--- config.mk ---
export PLATFORM = sky130hd
export DESIGN_NAME = capture_ctrl
export DESIGN_NICKNAME = d
export VERILOG_FILES = /design/src/rtl/capture_ctrl.sv
export SDC_FILE = /design/constraint.sdc
export NUM_CORES = 1
export LEC_CHECK = 0
export BUFFER_PORTS_ARGS = -buffer_cell sky130_fd_sc_hd__buf_2
export CAP_MARGIN = 20
export CORE_MARGIN = 1
export CORE_UTILIZATION = 41
export DETAILED_ROUTE_END_ITERATION = 12
export GPL_ROUTABILITY_DRIVEN = 0
export GPL_TIMING_DRIVEN = 0
export PLACE_DENSITY_LB_ADDON = 0.08
export SKIP_CTS_REPAIR_TIMING = 1
export SLEW_MARGIN = 25
export SYNTH_ARGS = -nofsm -noshare
export SYNTH_HDL_FRONTEND = slang
export SYNTH_SLANG_ARGS = --single-unit
--- constraint.sdc ---
create_clock -name clka -period 5.8 [get_ports clka]
set_input_delay 1.16 -clock clka [delete_from_list [all_inputs] [get_ports clka]]
set_output_delay 1.16 -clock clka [all_outputs]
set_load 0.01 [all_outputs]
--- src/rtl/capture_ctrl.sv ---
// ============================================================================
// capture_ctrl -- pre/post-trigger sample capture into a circular buffer
//
// Fills an external single-port buffer (registered read, no output register)
// with ADC samples.
//   PRE   : fills PRETRIG samples of history.
//   ARMED : keeps writing and waits for a level crossing, a forced trigger or
//           an optional timeout.
//   POST  : writes the trigger sample, then 4095-PRETRIG more samples.
//   DONE  : the buffer holds one contiguous 2**ADDR_WIDTH-sample window. The
//           window is read out oldest-first with rd_start / rd_next.
//
// Ports
//   clka, rsta               clock, synchronous active-high reset
//   start                    begin a new capture; aborts capture or readout
//   adc_data, adc_valid      sample stream
//   trig_level, trig_edge    threshold (unsigned), 0 = rising, 1 = falling
//   force_trig               in ARMED, trigger on the next valid sample
//   rd_start, rd_next        readout control (DONE only)
//   rd_data, rd_valid,       readout stream; rd_last marks the final sample
//   rd_last
//   busy, done, trig_addr    status; trig_addr is the trigger sample's address
//   addra, dia, wea, doa     buffer port
//
// Build option
//   CAPTURE_TIMEOUT_EN : when defined, ARMED auto-triggers. After TIMEOUT
//                        clka cycles without a trigger, the next valid sample
//                        is treated as a forced trigger.
// ============================================================================
module capture_ctrl #(
   parameter int ADDR_WIDTH = 12,
   parameter int DATA_WIDTH = 8,
   parameter int PRETRIG    = 2048,
   parameter int TIMEOUT    = 1000000
) (
   input  logic                  clka,
   input  logic                  rsta,
   input  logic                  start,
   input  logic [DATA_WIDTH-1:0] adc_data,
   input  logic                  adc_valid,
   input  logic [DATA_WIDTH-1:0] trig_level,
   input  logic                  trig_edge,
   input  logic                  force_trig,
   input  logic                  rd_start,
   input  logic                  rd_next,
   output logic [DATA_WIDTH-1:0] rd_data,
   output logic                  rd_valid,
   output logic                  rd_last,
   output logic                  busy,
   output logic                  done,
   output logic [ADDR_WIDTH-1:0] trig_addr,
   output logic [ADDR_WIDTH-1:0] addra,
   output logic [DATA_WIDTH-1:0] dia,
   output logic                  wea,
   input  logic [DATA_WIDTH-1:0] doa
);

   localparam int DEPTH    = 1 << ADDR_WIDTH;
   localparam int CNT_W    = ADDR_WIDTH + 1;
   // Samples written after the trigger sample to complete the window.
   localparam int POST_LEN = DEPTH - 1 - PRETRIG;

   localparam logic [ADDR_WIDTH-1:0] PRE_LAST  = ADDR_WIDTH'(PRETRIG - 1);
   localparam logic [ADDR_WIDTH-1:0] POST_LAST = ADDR_WIDTH'((POST_LEN == 0) ? 0 : POST_LEN - 1);
   localparam logic [ADDR_WIDTH-1:0] PRE_OFFS  = ADDR_WIDTH'(PRETRIG);
   localparam logic [CNT_W-1:0]      RD_TOTAL  = CNT_W'(DEPTH);
   localparam logic [CNT_W-1:0]      RD_FINAL  = CNT_W'(DEPTH - 1);

   typedef enum logic [2:0] {
      IDLE,
      PRE,
      ARMED,
      POST,
      DONE
   } state_t;

   state_t state_reg, state_next;

   // Write side
   logic [ADDR_WIDTH-1:0] wptr_reg;
   logic [ADDR_WIDTH-1:0] waddr_reg;
   logic [DATA_WIDTH-1:0] dia_reg;
   logic                  wea_reg;
   logic [ADDR_WIDTH-1:0] pre_cnt_reg;
   logic [ADDR_WIDTH-1:0] post_cnt_reg;

   // Trigger detection
   logic [DATA_WIDTH-1:0] prev_reg;
   logic                  prev_valid_reg;
   logic                  force_reg;
   logic [ADDR_WIDTH-1:0] trig_addr_reg;

   // Read side
   logic [ADDR_WIDTH-1:0] rptr_reg;
   logic [CNT_W-1:0]      rd_cnt_reg;      // reads issued since rd_start
   logic                  rd_active_reg;
   logic                  rd_s1_reg;       // address on the buffer this cycle
   logic                  rd_last_s1_reg;
   logic                  rd_valid_reg;
   logic                  rd_last_reg;

   // Combinational helpers
   logic in_capture;
   logic sample_en;
   logic rise_hit;
   logic fall_hit;
   logic edge_hit;
   logic timeout_hit;
   logic fire;
   logic rd_go_start;
   logic rd_go_next;

   // -------------------------------------------------------------------------
   // Optional ARMED timeout
   // -------------------------------------------------------------------------
`ifdef CAPTURE_TIMEOUT_EN
   logic [31:0] to_cnt_reg;

   // Holds at zero outside ARMED, so it is already clear on the first ARMED
   // cycle. It saturates at TIMEOUT until a sample consumes the trigger.
   always_ff @(posedge clka) begin
      if (rsta) begin
         to_cnt_reg <= '0;
      end else if (start || (state_reg != ARMED)) begin
         to_cnt_reg <= '0;
      end else if (to_cnt_reg != 32'(TIMEOUT)) begin
         to_cnt_reg <= to_cnt_reg + 32'd1;
      end
   end

   assign timeout_hit = (state_reg == ARMED) && (to_cnt_reg == 32'(TIMEOUT));
`else
   // No counter is built, so ARMED waits indefinitely. The term is constant
   // false for any legal (positive) TIMEOUT.
   assign timeout_hit = (TIMEOUT < 0);
`endif

   // -------------------------------------------------------------------------
   // Trigger and sample qualification
   // -------------------------------------------------------------------------
   assign in_capture = (state_reg == PRE) || (state_reg == ARMED) || (state_reg == POST);

   // start owns the cycle. The sample arriving with it is dropped, because
   // the new capture begins at address 0 on the following sample.
   assign sample_en = adc_valid && in_capture && !start;

   assign rise_hit = prev_valid_reg && (prev_reg < trig_level) && (adc_data >= trig_level);
   assign fall_hit = prev_valid_reg && (prev_reg > trig_level) && (adc_data <= trig_level);
   assign edge_hit = trig_edge ? fall_hit : rise_hit;

   assign fire = (state_reg == ARMED) && sample_en && (edge_hit || force_reg || timeout_hit);

   // -------------------------------------------------------------------------
   // Readout issue
   // -------------------------------------------------------------------------
   // A new rd_next is accepted only when no address is on the buffer this
   // cycle. It is also refused once the whole window has been issued.
   assign rd_go_start = (state_reg == DONE) && rd_start && !start;
   assign rd_go_next  = (state_reg == DONE) && rd_active_reg && rd_next && !rd_start &&
                        !start && !rd_s1_reg && (rd_cnt_reg < RD_TOTAL);

   // -------------------------------------------------------------------------
   // FSM: state register
   // -------------------------------------------------------------------------
   always_ff @(posedge clka) begin
      if (rsta) begin
         state_reg <= IDLE;
      end else begin
         state_reg <= state_next;
      end
   end

   // -------------------------------------------------------------------------
   // FSM: next state
   // -------------------------------------------------------------------------
   always_comb begin
      state_next = state_reg;
      if (start) begin
         state_next = PRE;
      end else begin
         case (state_reg)
            PRE: begin
               if (adc_valid && (pre_cnt_reg == PRE_LAST)) begin
                  state_next = ARMED;
               end
            end
            ARMED: begin
               if (fire) begin
                  state_next = (POST_LEN == 0) ? DONE : POST;
               end
            end
            POST: begin
               if (adc_valid && (post_cnt_reg == POST_LAST)) begin
                  state_next = DONE;
               end
            end
            default: begin
               state_next = state_reg;
            end
         endcase
      end
   end

   // -------------------------------------------------------------------------
   // Datapath
   // -------------------------------------------------------------------------
   always_ff @(posedge clka) begin
      if (rsta) begin
         wptr_reg       <= '0;
         waddr_reg      <= '0;
         dia_reg        <= '0;
         wea_reg        <= 1'b0;
         pre_cnt_reg    <= '0;
         post_cnt_reg   <= '0;
         prev_reg       <= '0;
         prev_valid_reg <= 1'b0;
         force_reg      <= 1'b0;
         trig_addr_reg  <= '0;
         rptr_reg       <= '0;
         rd_cnt_reg     <= '0;
         rd_active_reg  <= 1'b0;
         rd_s1_reg      <= 1'b0;
         rd_last_s1_reg <= 1'b0;
         rd_valid_reg   <= 1'b0;
         rd_last_reg    <= 1'b0;
      end else if (start) begin
         // Restart: clear pointers and counters, and squash any read in
         // flight. trig_addr keeps its last value until a new trigger occurs.
         wptr_reg       <= '0;
         wea_reg        <= 1'b0;
         pre_cnt_reg    <= '0;
         post_cnt_reg   <= '0;
         prev_valid_reg <= 1'b0;
         force_reg      <= 1'b0;
         rptr_reg       <= '0;
         rd_cnt_reg     <= '0;
         rd_active_reg  <= 1'b0;
         rd_s1_reg      <= 1'b0;
         rd_last_s1_reg <= 1'b0;
         rd_valid_reg   <= 1'b0;
         rd_last_reg    <= 1'b0;
      end else begin
         // Sample write, presented to the buffer one cycle after adc_valid.
         wea_reg <= sample_en;
         if (sample_en) begin
            waddr_reg      <= wptr_reg;
            dia_reg        <= adc_data;
            wptr_reg       <= wptr_reg + 1'b1;
            prev_reg       <= adc_data;
            prev_valid_reg <= 1'b1;
         end

         if ((state_reg == PRE) && adc_valid) begin
            pre_cnt_reg <= pre_cnt_reg + 1'b1;
         end
         if ((state_reg == POST) && adc_valid) begin
            post_cnt_reg <= post_cnt_reg + 1'b1;
         end

         // A forced trigger is honoured only in ARMED. Pulses seen elsewhere
         // are dropped rather than carried into the next ARMED phase.
         if (state_reg == ARMED) begin
            if (fire) begin
               force_reg <= 1'b0;
            end else if (force_trig) begin
               force_reg <= 1'b1;
            end
         end else begin
            force_reg <= 1'b0;
         end

         if (fire) begin
            trig_addr_reg <= wptr_reg;
         end

         // Readout pipeline.
         //   Issue cycle: rptr is loaded or advanced.
         //   Next cycle:  addra = rptr and the buffer registers the read.
         //   Cycle after: doa is valid and rd_valid is asserted.
         if (rd_go_start) begin
            rptr_reg      <= trig_addr_reg - PRE_OFFS;
            rd_cnt_reg    <= CNT_W'(1);
            rd_active_reg <= 1'b1;
         end else if (rd_go_next) begin
            rptr_reg   <= rptr_reg + 1'b1;
            rd_cnt_reg <= rd_cnt_reg + 1'b1;
         end
         rd_s1_reg      <= rd_go_start || rd_go_next;
         rd_last_s1_reg <= rd_go_next && (rd_cnt_reg == RD_FINAL);
         rd_valid_reg   <= rd_s1_reg;
         rd_last_reg    <= rd_s1_reg && rd_last_s1_reg;
      end
   end

   // -------------------------------------------------------------------------
   // Outputs
   // -------------------------------------------------------------------------
   // The final POST write lands in the first DONE cycle, so the write address
   // keeps priority while wea is high. After that, DONE drives the read
   // pointer.
   assign addra = wea_reg ? waddr_reg :
                  (state_reg == DONE) ? rptr_reg : waddr_reg;

   assign dia       = dia_reg;
   assign wea       = wea_reg;
   assign rd_data   = doa;
   assign rd_valid  = rd_valid_reg;
   assign rd_last   = rd_last_reg;
   assign busy      = in_capture;
   assign done      = (state_reg == DONE);
   assign trig_addr = trig_addr_reg;

endmodule

==> key figures <==
Power and ir drop
  • Total leakage power: 2.167 nW
  • Maximum vdd drop: roughly 0.15 mV
  • Power Density: around 250 nW/um^2

STA
  • Worst clock skew: 5.518 ps
  • Hold Violations, Final: 0
  • Final period util: 62.42%
  • RSZ-0062 raised after global routing: no
  • Setup TNS: 0 ps
  • Max_slew headroom: between 50 and 60%
  • Fmax achieved: between 0.2 and 0.3 GHz
  • Worst setup margin: 2180 ps
  • Final setup vio count: 0
  • Min Tclk post-route: 3620 ps
  • Final Max Tran Viols: 0
  • Hold WS: 450.7 ps
  • Actual slew at the worst max-slew pin: 611.9 ps

Clock tree
  • Skew-Pair Late Insertion Delay: 350 ps
  • CTS tree: built
  • Clock Pin Slew Worst Setup and Hold Paths: 70 ps
  • Num CTS Buffers: 9
  • Clock Sinks: 104
  • Clk buf depth: 2
  • H-tree levels: 3
  • Root Buffer Master: clkbuf_16

Synth
  • Cell variety after synth: 55
  • Top post-synthesis cells by area: dfxtp_1 (42%), nand2_1 (7.5%), ha_1 (5.6%)
  • EDFF count, synth: 0
  • Post-synthesis cell area: approximately 4900 um^2
  • Largest area contributor in the netlist: dfxtp_1
  • Yosys top cell area share: 42.17%
  • Syn Inst Count: between 500 and 600
  • Syn nets: 641
  • Most common cell in the netlist: dfxtp_1
  • Post-synthesis sequential area ratio: 42.17%
  • Ys flop type: dfxtp_1
  • Most instantiated cells after synthesis: dfxtp_1 (104), nand2_1 (98), nor2_1 (70)
  • Ys Warns: 0
  • Register bit count reported by yosys: 104
  • Post-synth ARST share: 0%
  • Synth Area per Inst: 8.411 um^2

Run
  • Max Cap Violations: 0

Cells and area
  • Filler cells: 1,185
  • Area of the multi-input gates: 2616 um^2
  • Sequential Area: between 2000 and 2500 um^2
  • Antenna Cells: 0
  • Area Growth Syn to Fin: 16.57%
  • Design area: 5756 um^2
  • Share of cells above drive strength 1: 15.97%
  • Nets@finish: 719
  • Max reg flops: 13

Outcome
  • Failing checks: design-rule violations
  • Outcome: complete, but fails checks

Setup path
  • Slowest-stage cell, CP: dfxtp_1
  • Worst Setup SP: state_reg[2]$_SDFFE_PP0P_
  • FF-to-FF Start: prev_reg[1]$_SDFFE_PP0P_
  • Crit-path cells: nor3b_2 > nor2b_1 > buf_1 > mux2_1 > buf_2
  • Worst-path fanout max: 10
  • Crit path DAT: around 2500 ps
  • Setup crit start kind: flop
  • Slowest stage delay, CP: 470 ps
  • Element type at the critical path end: primary output
  • Data required time at the worst endpoint: 4640 ps
  • Type of the worst setup path: reg -> out

Routing
  • Routed len/inst: around 15 um
  • Number of DRC markers in iteration 0: about 280
  • WL final: 11,820 um
  • Pre-antenna DRT Iters: 9
  • Routed vias/inst: 5.198
  • Residual DRC count: 6
  • Vias: 4,226
  • Post-route antenna net violation count: 0

Floorplanning
  • Die area: 12,480 um^2
  • Row Count: 39
  • Initial Utilization: ~43%
  • Die Y: 111.7 um
  • Core area: ~12,000 um^2
  • Io pins: 77
  • DIE WIDTH: 111.7 um

Global routing
  • Overflow after GRT: 0
  • GRT Util Overall: 20.13%
  • Initial antenna violation count: 0
  • Number of global-route vias before repair: 4,018
  • First-pass GRT wire length: 19,720 um
  • Largest net degree at the start of global routing: 19

Place
  • Dpl cell area: 5451 um^2
  • Port Buffers: 67
  • Dpl hpwl: between 9000 and 10,000 um
  • Dpl ws: 2293 ps

Min path
  • Min-delay src: rd_active_reg$_SDFFE_PP0P_
  • HP Class: reg -> reg
-- routing by layer --
layer	global-route usage (%)	share of wire, %	vias up
li1	-	-	2176
met4	4.054	0.58	0
met2	33.46	47	71
met3	5.607	4.3	6
met1	26.06	48	1973
met5	0	0	-
-- logic make-up after synthesis --
kind of cell	count (synthesis)	share of synthesized area (%)
DFF	104	42.17
xor gates and xnor gates	37	6.564
and+or+nand+nor	256	24.38
AOI/OAI and AO/OA	90	10.90
buffers and inverters	52	4.840
muxes	26	5.575
adders and majority gates	22	5.575
-- cells in the final DEF (no fill, tap or decap), drive strengths merged, types with 21 or more instances in the layout --
cell type    n
buf         79
xor2        26
ha          22
clkbuf      30
nand4       22
a21oi       51
dfxtp      104
inv         21
nor2        70
nand2       98
-- power by group --
| group | switching (mW) | internal [mW] | leakage (nW) |
|---|---|---|---|
| Sequential | 0.00218 | 0.716 | 0.838 |
| Clock | 0.285 | 0.339 | 0.144 |
| Combinational | 0.0467 | 0.0292 | 1.18 |
-- through the flow --
step                utilization (%)  power [mW]  instances
floorplan                         -      0.7820        587
global placement              47.14      0.8104        797
detailed placement            47.14      0.8111        797
CTS                           49.77       1.435        813
global route                  49.77       1.478        813
finish                        49.77       1.419        813
-- final timing paths --
kind | endpoint | slack, ps | depth (start not counted)
min reg2reg | rd_active_reg$_SDFFE_PP0P_ | 450 | 2
min | rd_active_reg$_SDFFE_PP0P_ | 450 | 2
max | addra[1] | 2180 | 5
max reg2reg | trig_addr[5]$_SDFFE_PP0P_ | 3250 | 9
-- area by class of cell --
type / count / share of cell area (%)
multi-input cells: 431 / 45.46
flip-flops and latches: 104 / 36.17
repair buffers: 67 / 5.826
clock buffers: 9 / 3.913
well taps: 143 / 3.109
plain buffers: 33 / 2.913
clock inverters: 7 / 1.370
inverters: 19 / 1.239
-- critical path: cells and delay by family, from the launching register on --
kind / cells / cell delay, ps
buf+inv: 2 / 620
flops: 1 / 470
mux: 1 / 420
simple gates: 2 / 590
(Power assumes the default switching activity.)
